<file path="src/rtl/uart_bridge_pkg.sv">
// uart_bridge_pkg
//   Shared definitions for the UART register bridge: frame command bytes,
//   response bytes and the bridge FSM state encoding.
package uart_bridge_pkg;

   // Command bytes sent by the host, and the response bytes sent back.
   localparam logic [7:0] CMD_WR  = 8'h57;  // 'W'
   localparam logic [7:0] CMD_RD  = 8'h52;  // 'R'
   localparam logic [7:0] RSP_ACK = 8'h06;
   localparam logic [7:0] RSP_NAK = 8'h15;

   typedef enum logic [3:0] {
      IDLE,
      CMD_LAT,
      ADDR_WAIT,
      ADDR_LAT,
      DATA_WAIT,
      DATA_LAT,
      EXEC_WR,
      EXEC_RD,
      RD_LAT,
      SEND
   } state_t;

endpackage

</file>
<file path="src/rtl/uart_reg_bridge_if.sv">
// uart_reg_bridge_if
//   Bundles the UART FIFO user-side handshake and the register bus seen by
//   the bridge.
//   master : the bridge (pops RX, pushes TX, drives register strobes)
//   slave  : the FIFOs plus the register file
//   Signals: rd_data/rx_empty/rd_uart (RX FIFO), wr_data/wr_uart/tx_full
//   (TX FIFO), reg_addr/reg_wdata/reg_we/reg_re/reg_rdata (register bus),
//   frame_err (timeout abort pulse).
interface uart_reg_bridge_if #(
   parameter int DATA_BITS = 8
);
   logic [DATA_BITS-1:0] rd_data;
   logic                 rx_empty;
   logic                 rd_uart;
   logic [DATA_BITS-1:0] wr_data;
   logic                 wr_uart;
   logic                 tx_full;
   logic [DATA_BITS-1:0] reg_addr;
   logic [DATA_BITS-1:0] reg_wdata;
   logic                 reg_we;
   logic                 reg_re;
   logic [DATA_BITS-1:0] reg_rdata;
   logic                 frame_err;

   modport master (
      input  rd_data, rx_empty, tx_full, reg_rdata,
      output rd_uart, wr_data, wr_uart, reg_addr, reg_wdata, reg_we, reg_re,
             frame_err
   );

   modport slave (
      output rd_data, rx_empty, tx_full, reg_rdata,
      input  rd_uart, wr_data, wr_uart, reg_addr, reg_wdata, reg_we, reg_re,
             frame_err
   );
endinterface

</file>
<file path="src/rtl/uart_bridge_timeout.sv">
// uart_bridge_timeout
//   Saturating cycle counter used to detect a starved frame.
//   clk, reset_n : clock, async active-low reset
//   clr          : reload the count with zero (has priority over en)
//   en           : advance the count by one, stopping at LIMIT
//   expired      : count has reached LIMIT
module uart_bridge_timeout
   import uart_bridge_pkg::*;
#(
   parameter int LIMIT = 999999
) (
   input  logic clk,
   input  logic reset_n,
   input  logic clr,
   input  logic en,
   output logic expired
);

   localparam int W = (LIMIT < 1) ? 1 : $clog2(LIMIT + 1);
   localparam logic [W-1:0] LIM = W'(LIMIT);

   logic [W-1:0] cnt;

   always_ff @(posedge clk or negedge reset_n) begin
      if (!reset_n) begin
         cnt <= '0;
      end else if (clr) begin
         cnt <= '0;
      end else if (en && (cnt != LIM)) begin
         cnt <= cnt + 1'b1;
      end
   end

   assign expired = (cnt == LIM);

endmodule

</file>
<file path="src/rtl/uart_reg_bridge.sv">
// uart_reg_bridge
//   Command engine on the user side of a UART FIFO pair. Parses fixed-length
//   frames from the RX FIFO and turns them into single-cycle register reads
//   and writes, returning one response byte per frame to the TX FIFO.
//     W(0x57) ADDR DATA -> write, response ACK (0x06)
//     R(0x52) ADDR      -> read,  response is the read data byte
//     anything else     -> response NAK (0x15), only that byte consumed
//   Ports:
//     clk, reset_n : clock, async active-low reset
//     bus          : master side of uart_reg_bridge_if (FIFO handshakes,
//                    register bus, frame_err)
module uart_reg_bridge
   import uart_bridge_pkg::*;
#(
   parameter int DATA_BITS      = 8,
   parameter int TIMEOUT_CYCLES = 1000000
) (
   input  logic              clk,
   input  logic              reset_n,
   uart_reg_bridge_if.master bus
);

   localparam logic [DATA_BITS-1:0] C_WR  = DATA_BITS'(CMD_WR);
   localparam logic [DATA_BITS-1:0] C_RD  = DATA_BITS'(CMD_RD);
   localparam logic [DATA_BITS-1:0] R_ACK = DATA_BITS'(RSP_ACK);
   localparam logic [DATA_BITS-1:0] R_NAK = DATA_BITS'(RSP_NAK);

   state_t               state;
   logic [DATA_BITS-1:0] cmd_q;
   logic [DATA_BITS-1:0] addr_q;
   logic [DATA_BITS-1:0] wdata_q;
   logic [DATA_BITS-1:0] resp_q;
   logic                 we_q;
   logic                 re_q;
   // Low for the first cycle after reset so that nothing is popped while
   // reset is asserted, even though IDLE is a fetch state.
   logic                 active;

   logic in_wait;
   logic fetch_st;
   logic pop;
   logic expired;
   logic abort;

   assign in_wait  = (state == ADDR_WAIT) || (state == DATA_WAIT);
   assign fetch_st = in_wait || (state == IDLE);

   // The FIFO handshakes depend on the same-cycle flags: a pop is issued in
   // the wait state itself so rd_data is ready in the following *_LAT state,
   // and a push goes out in the first SEND cycle the TX FIFO has room.
   assign pop   = active && fetch_st && !bus.rx_empty;
   // A byte arriving on the expiry cycle is fetched instead of aborting.
   assign abort = in_wait && bus.rx_empty && expired;

   // Counter only runs while starved mid-frame; being cleared in every
   // other state makes it start from zero on entry to a wait state.
   uart_bridge_timeout #(
      .LIMIT (TIMEOUT_CYCLES - 1)
   ) u_timeout (
      .clk     (clk),
      .reset_n (reset_n),
      .clr     (!in_wait || !bus.rx_empty),
      .en      (in_wait && bus.rx_empty),
      .expired (expired)
   );

   always_ff @(posedge clk or negedge reset_n) begin
      if (!reset_n) begin
         state   <= IDLE;
         cmd_q   <= '0;
         addr_q  <= '0;
         wdata_q <= '0;
         resp_q  <= '0;
         we_q    <= 1'b0;
         re_q    <= 1'b0;
         active  <= 1'b0;
      end else begin
         active <= 1'b1;
         we_q   <= 1'b0;
         re_q   <= 1'b0;
         case (state)
            IDLE: begin
               if (pop) state <= CMD_LAT;
            end
            CMD_LAT: begin
               cmd_q <= bus.rd_data;
               if ((bus.rd_data == C_WR) || (bus.rd_data == C_RD)) begin
                  state <= ADDR_WAIT;
               end else begin
                  resp_q <= R_NAK;
                  state  <= SEND;
               end
            end
            ADDR_WAIT: begin
               if (pop)        state <= ADDR_LAT;
               else if (abort) state <= IDLE;
            end
            ADDR_LAT: begin
               addr_q <= bus.rd_data;
               if (cmd_q == C_WR) begin
                  state <= DATA_WAIT;
               end else begin
                  re_q  <= 1'b1;       // strobe lands in EXEC_RD
                  state <= EXEC_RD;
               end
            end
            DATA_WAIT: begin
               if (pop)        state <= DATA_LAT;
               else if (abort) state <= IDLE;
            end
            DATA_LAT: begin
               wdata_q <= bus.rd_data;
               we_q    <= 1'b1;        // strobe lands in EXEC_WR
               state   <= EXEC_WR;
            end
            EXEC_WR: begin
               resp_q <= R_ACK;
               state  <= SEND;
            end
            EXEC_RD: begin
               state <= RD_LAT;
            end
            RD_LAT: begin
               resp_q <= bus.reg_rdata;
               state  <= SEND;
            end
            SEND: begin
               if (!bus.tx_full) state <= IDLE;
            end
            default: state <= IDLE;
         endcase
      end
   end

   assign bus.rd_uart   = pop;
   assign bus.wr_uart   = (state == SEND) && !bus.tx_full;
   assign bus.wr_data   = resp_q;
   assign bus.reg_addr  = addr_q;
   assign bus.reg_wdata = wdata_q;
   assign bus.reg_we    = we_q;
   assign bus.reg_re    = re_q;
   assign bus.frame_err = abort;

endmodule
</file>
<file path="src/flat_wrapper.sv">
// flat-port wrapper written by rule: the top's interface ports become plain ports
module uart_reg_bridge_flat import uart_bridge_pkg::*;
#(
   parameter int DATA_BITS      = 8,
   parameter int TIMEOUT_CYCLES = 1000000
)
  (clk, reset_n, bus_rd_data, bus_rx_empty, bus_tx_full, bus_reg_rdata, bus_rd_uart, bus_wr_data, bus_wr_uart, bus_reg_addr, bus_reg_wdata, bus_reg_we, bus_reg_re, bus_frame_err);
  uart_reg_bridge_if #(.DATA_BITS(DATA_BITS)) bus_i ();
  input  logic clk;
  input  logic reset_n;
  input wire logic [$bits(bus_i.rd_data)-1:0] bus_rd_data;
  input wire logic [$bits(bus_i.rx_empty)-1:0] bus_rx_empty;
  input wire logic [$bits(bus_i.tx_full)-1:0] bus_tx_full;
  input wire logic [$bits(bus_i.reg_rdata)-1:0] bus_reg_rdata;
  output wire logic [$bits(bus_i.rd_uart)-1:0] bus_rd_uart;
  output wire logic [$bits(bus_i.wr_data)-1:0] bus_wr_data;
  output wire logic [$bits(bus_i.wr_uart)-1:0] bus_wr_uart;
  output wire logic [$bits(bus_i.reg_addr)-1:0] bus_reg_addr;
  output wire logic [$bits(bus_i.reg_wdata)-1:0] bus_reg_wdata;
  output wire logic [$bits(bus_i.reg_we)-1:0] bus_reg_we;
  output wire logic [$bits(bus_i.reg_re)-1:0] bus_reg_re;
  output wire logic [$bits(bus_i.frame_err)-1:0] bus_frame_err;
  assign bus_i.rd_data = bus_rd_data;
  assign bus_i.rx_empty = bus_rx_empty;
  assign bus_i.tx_full = bus_tx_full;
  assign bus_i.reg_rdata = bus_reg_rdata;
  assign bus_rd_uart = bus_i.rd_uart;
  assign bus_wr_data = bus_i.wr_data;
  assign bus_wr_uart = bus_i.wr_uart;
  assign bus_reg_addr = bus_i.reg_addr;
  assign bus_reg_wdata = bus_i.reg_wdata;
  assign bus_reg_we = bus_i.reg_we;
  assign bus_reg_re = bus_i.reg_re;
  assign bus_frame_err = bus_i.frame_err;
  uart_reg_bridge #(.DATA_BITS(DATA_BITS), .TIMEOUT_CYCLES(TIMEOUT_CYCLES)) u_core (.clk(clk), .reset_n(reset_n), .bus(bus_i));
endmodule
</file>
<file path="config.mk">
export PLATFORM = sky130hd
export DESIGN_NAME = uart_reg_bridge_flat
export DESIGN_NICKNAME = d
export VERILOG_FILES = /design/src/rtl/uart_bridge_pkg.sv /design/src/rtl/uart_reg_bridge_if.sv /design/src/rtl/uart_bridge_timeout.sv /design/src/rtl/uart_reg_bridge.sv /design/src/flat_wrapper.sv
export SDC_FILE = /design/constraint.sdc
export NUM_CORES = 1
export LEC_CHECK = 0
export CORE_MARGIN = 2
export CORE_UTILIZATION = 53
export CTS_CLUSTER_DIAMETER = 200
export DETAILED_ROUTE_END_ITERATION = 8
export GPL_TIMING_DRIVEN = 0
export PLACE_DENSITY = 0.79
export SLEW_MARGIN = 40
export SYNTH_ARGS = -nofsm -noshare
export SYNTH_HDL_FRONTEND = slang
export SYNTH_SLANG_ARGS = --single-unit
</file>
<file path="constraint.sdc">
create_clock -name clk -period 5.7 [get_ports clk]
set_clock_uncertainty 0.05 [all_clocks]
set_input_delay 0.855 -clock clk [delete_from_list [all_inputs] [get_ports clk]]
set_output_delay 0.855 -clock clk [all_outputs]
set_load 0.02 [all_outputs]
</file>
==> metrics.csv <==
stage,metric,value,unit
cts,Post-CTS Hold Fix Bufs,0,
cells_and_area,layout cells sized above 1,14.91,%
logic_synthesis,Synth top area share,53.27,%
logic_synthesis,most used standard cell by instance count after synthesis,dfrtp_1,
cts,post_cts resized,0,
detailed_routing,Post-route DRC,0,
sta,Worst-Margin Slew,709.2,ps
logic_synthesis,Syn Inst Count,258,
cells_and_area,P&R area growth vs syn,27.58,%
logic_synthesis,register area share after synthesis,53.27,%
place,IO Port Bufs,48,
sta,fin. max-slew vios,0,
power_and_ir_drop,sw frac,32.61,%
sta,Peak Freq,275.4,MHz
sta,Final setup viols,0,
die,Initial Util,54.61,%
setup_path,reg2reg path depth,6,
power_and_ir_drop,part of the power in registers,40.8,%
power_and_ir_drop,Comb power frac,33.3,%
sta,fin crit share,63.70,%
cts,CTS tree,done,
grt,first-pass GRT wire length,10280,µm
logic_synthesis,Synth cell types,54,
logic_synthesis,register bit count reported by yosys,59,
detailed_routing,DR pass1 iterations,4,
cts,CTS H-tree lvls,3,
logic_synthesis,Synth area leaders,"dfrtp_1, mux2_2, nand2_1",
grt,overall global routing resource usage,22.35,%
sta,Final min period,3631,ps
die,die width,76.31,µm
detailed_routing,via count,2206,
detailed_routing,Antenna Nets Post-Route,0,
logic_synthesis,"Avg Cell Area, Syn",10.74,µm²
die,Die Height,76.31,µm
sta,RSZ-0062 raised after global routing,false,
cts,Root Driver,clkbuf_8,
sta,Final Hold Viols,0,
cells_and_area,n_diodes,0,
detailed_routing,Vias per Instance,5.628,
sta,TNS Setup,0,ps
place,DP Worst Slack,2122,ps
power_and_ir_drop,Worst VDD drop,0.2452,mV
grt,largest net degree at the start of global routing,44,
power_and_ir_drop,P_int,0.8965,mW
detailed_routing,DRT iter0 DRCs,90,
cells_and_area,Util after Layout,69.67,%
logic_synthesis,Synth Flop Type,dfrtp_1,
grt,initial antenna violation count,0,
logic_synthesis,Post-synth ARST share,100.0,%
power_and_ir_drop,clock share of power,25.9,%
grt,remaining global-route overflow,0,
logic_synthesis,Mapped Area,0.002771,mm²
power_and_ir_drop,Switch Pwr,0.4338,mW
cts,clock transition at the registers of the reported paths,60,ps
cts,clk sink count,59,
logic_synthesis,leading area contributor after synthesis,dfrtp_1,
die,die footprint,0.005823,mm²
logic_synthesis,syn_nets,279,
sta,relative slew slack,52.37,%
die,row count,26,
setup_path,Setup CP Type,reg -> out,
grt,via count of the first global-routing pass,2203,
power_and_ir_drop,PwrDens,376.2,mW/mm²
setup_path,Required @ worst endpoint,4800,ps
cts,Num CTS Buffers,9,
setup_path,CP Capture Type,output pin,
logic_synthesis,number of synthesis warnings,0,
logic_synthesis,Post-synth EDFFs,0,
place,HPWL after DPL,4303,µm
setup_path,startpoint types,flop,
cts,maximum clock insertion buffer count,2,
job,max-cap viol count,0,
setup_path,CP arrival,2730,ps
die,CORE AREA,0.005075,mm²
power_and_ir_drop,Leak,1.531,nW
die,I/O Pins,49,
sta,fin worst setup slack,2069,ps
setup_path,CP Max Fanout,5,
cts,Post-CTS Setup Bufs,0,
detailed_routing,routed len/inst,15.50,µm
detailed_routing,Post-Route WL,6076,µm
cts,Worst-Skew Late Latency,330,ps
cells_and_area,final net count,339,
min_path,HP Class,in -> async,
logic_synthesis,synth cell count leaders,"dfrtp_1, nand2_1, a21oi_1, mux2_2, nand3_1",
run_status,status,"complete, no violations",
place,GPL Wtd Cong,0.7857,
==> power groups by stage <==
stage               sequential, mW  clock [mW]  combinational (mW)
finish                       0.543       0.344               0.443
global placement             0.546           0               0.436
detailed placement           0.550           0               0.446
floorplan                    0.599           0               0.220
CTS                          0.544       0.352               0.447
global route                 0.553       0.367               0.481
==> cell usage in the layout (no fill, tap or decap), drive strengths merged, types with 2 or more instances in the layout <==
master / count
a211oi: 2
a21boi: 2
a21oi: 16
a22o: 4
a22oi: 2
and3: 2
and4: 2
and4b: 2
buf: 9
clkbuf: 17
clkdlybuf4s50: 47
clkinv: 2
dfrtp: 59
inv: 9
mux2: 16
mux2i: 3
nand2: 41
nand2b: 3
nand3: 10
nand4: 5
nor2: 7
nor3: 5
nor4: 3
nor4b: 3
nor4bb: 2
o21ai: 11
o31ai: 4
or3: 7
or4: 6
xor2: 5
==> flip-flops by register name (all words and copies together) (netlist names) <==
register	cells
u_core.active	1
u_core.bus.reg_addr	8
u_core.bus.reg_re	1
u_core.bus.reg_wdata	8
u_core.bus.reg_we	1
u_core.bus.wr_data	8
u_core.cmd_q	8
u_core.state	4
u_core.u_timeout.cnt	20
==> path summary, 6_finish.rpt <==
path,startpoint,end,slack (ps)
hold reg to reg,u_core.cmd_q[0]$_DFFE_PN0N_,u_core.cmd_q[0]$_DFFE_PN0N_,420
min in group clk,u_core.cmd_q[0]$_DFFE_PN0N_,u_core.cmd_q[0]$_DFFE_PN0N_,420
hold / removal,reset_n,u_core.bus.reg_wdata[5]$_DFFE_PN0P_,330
max in group asynchronous,reset_n,u_core.cmd_q[1]$_DFFE_PN0N_,4780
setup reg to reg,u_core.state[1]$_DFFE_PN0P_,u_core.bus.wr_data[6]$_DFFE_PN0P_,3580
setup / recovery,u_core.u_timeout.cnt[7]$_DFFE_PN0P_,bus_frame_err,2070
==> layer usage <==
metal	GRT usage, %	routed length (µm)	part of all wire (%)	vias to the layer above
met5	0	0	0	-
met4	11.45	70	1.2	0
met3	6.043	324	5.3	9
met2	33.01	2912	48	56
met1	30.45	2769	46	1092
li1	-	-	-	1049
==> cells by family after synthesis <==
logic type	count (synthesis)	share of synthesized area (%)
AO/OA/AOI/OAI	48	11.24
AND/OR/NAND/NOR	105	22.53
buffers and inverters	20	3.205
XOR/XNOR	5	1.580
adder cells (fa/ha/maj)	1	0.4514
flip-flops	59	53.27
other	1	0.1353
multiplexers	19	7.585
==> critical path, stage by stage, from the launching register on <==
cell             delay [ps]
dfrtp_1                 410
or4_1                   570
or4_4                   570
nor3_4                  190
clkdlybuf4s50_1         650
==> metrics by stage <==
stage / std cells / total power, mW / hold slack (ps) / area (µm²)
after floorplan: 258 / 0.8193 / 386.9 / 2771
after global placement: 376 / 0.9821 / 406.4 / 3339
after detailed placement: 377 / 0.9955 / 407.9 / 3357
after CTS: 392 / 1.343 / 323.2 / 3536
after global routing: 392 / 1.401 / 337.1 / 3536
final: 392 / 1.330 / 327.7 / 3536
==> area by class of cell <==
| cell class | instances | area, µm² |
|---|---|---|
| clock inverters | 2 | 10.01 |
| flip-flops and latches | 59 | 1476 |
| clock buffers | 13 | 168.9 |
| inverters | 9 | 33.78 |
| fillers | 396 | 1539 |
| multi-input cells | 179 | 1206 |
| plain buffers | 11 | 55.05 |
| well taps | 70 | 87.58 |
| repair buffers | 49 | 498.0 |
(Power assumes the default switching activity.)
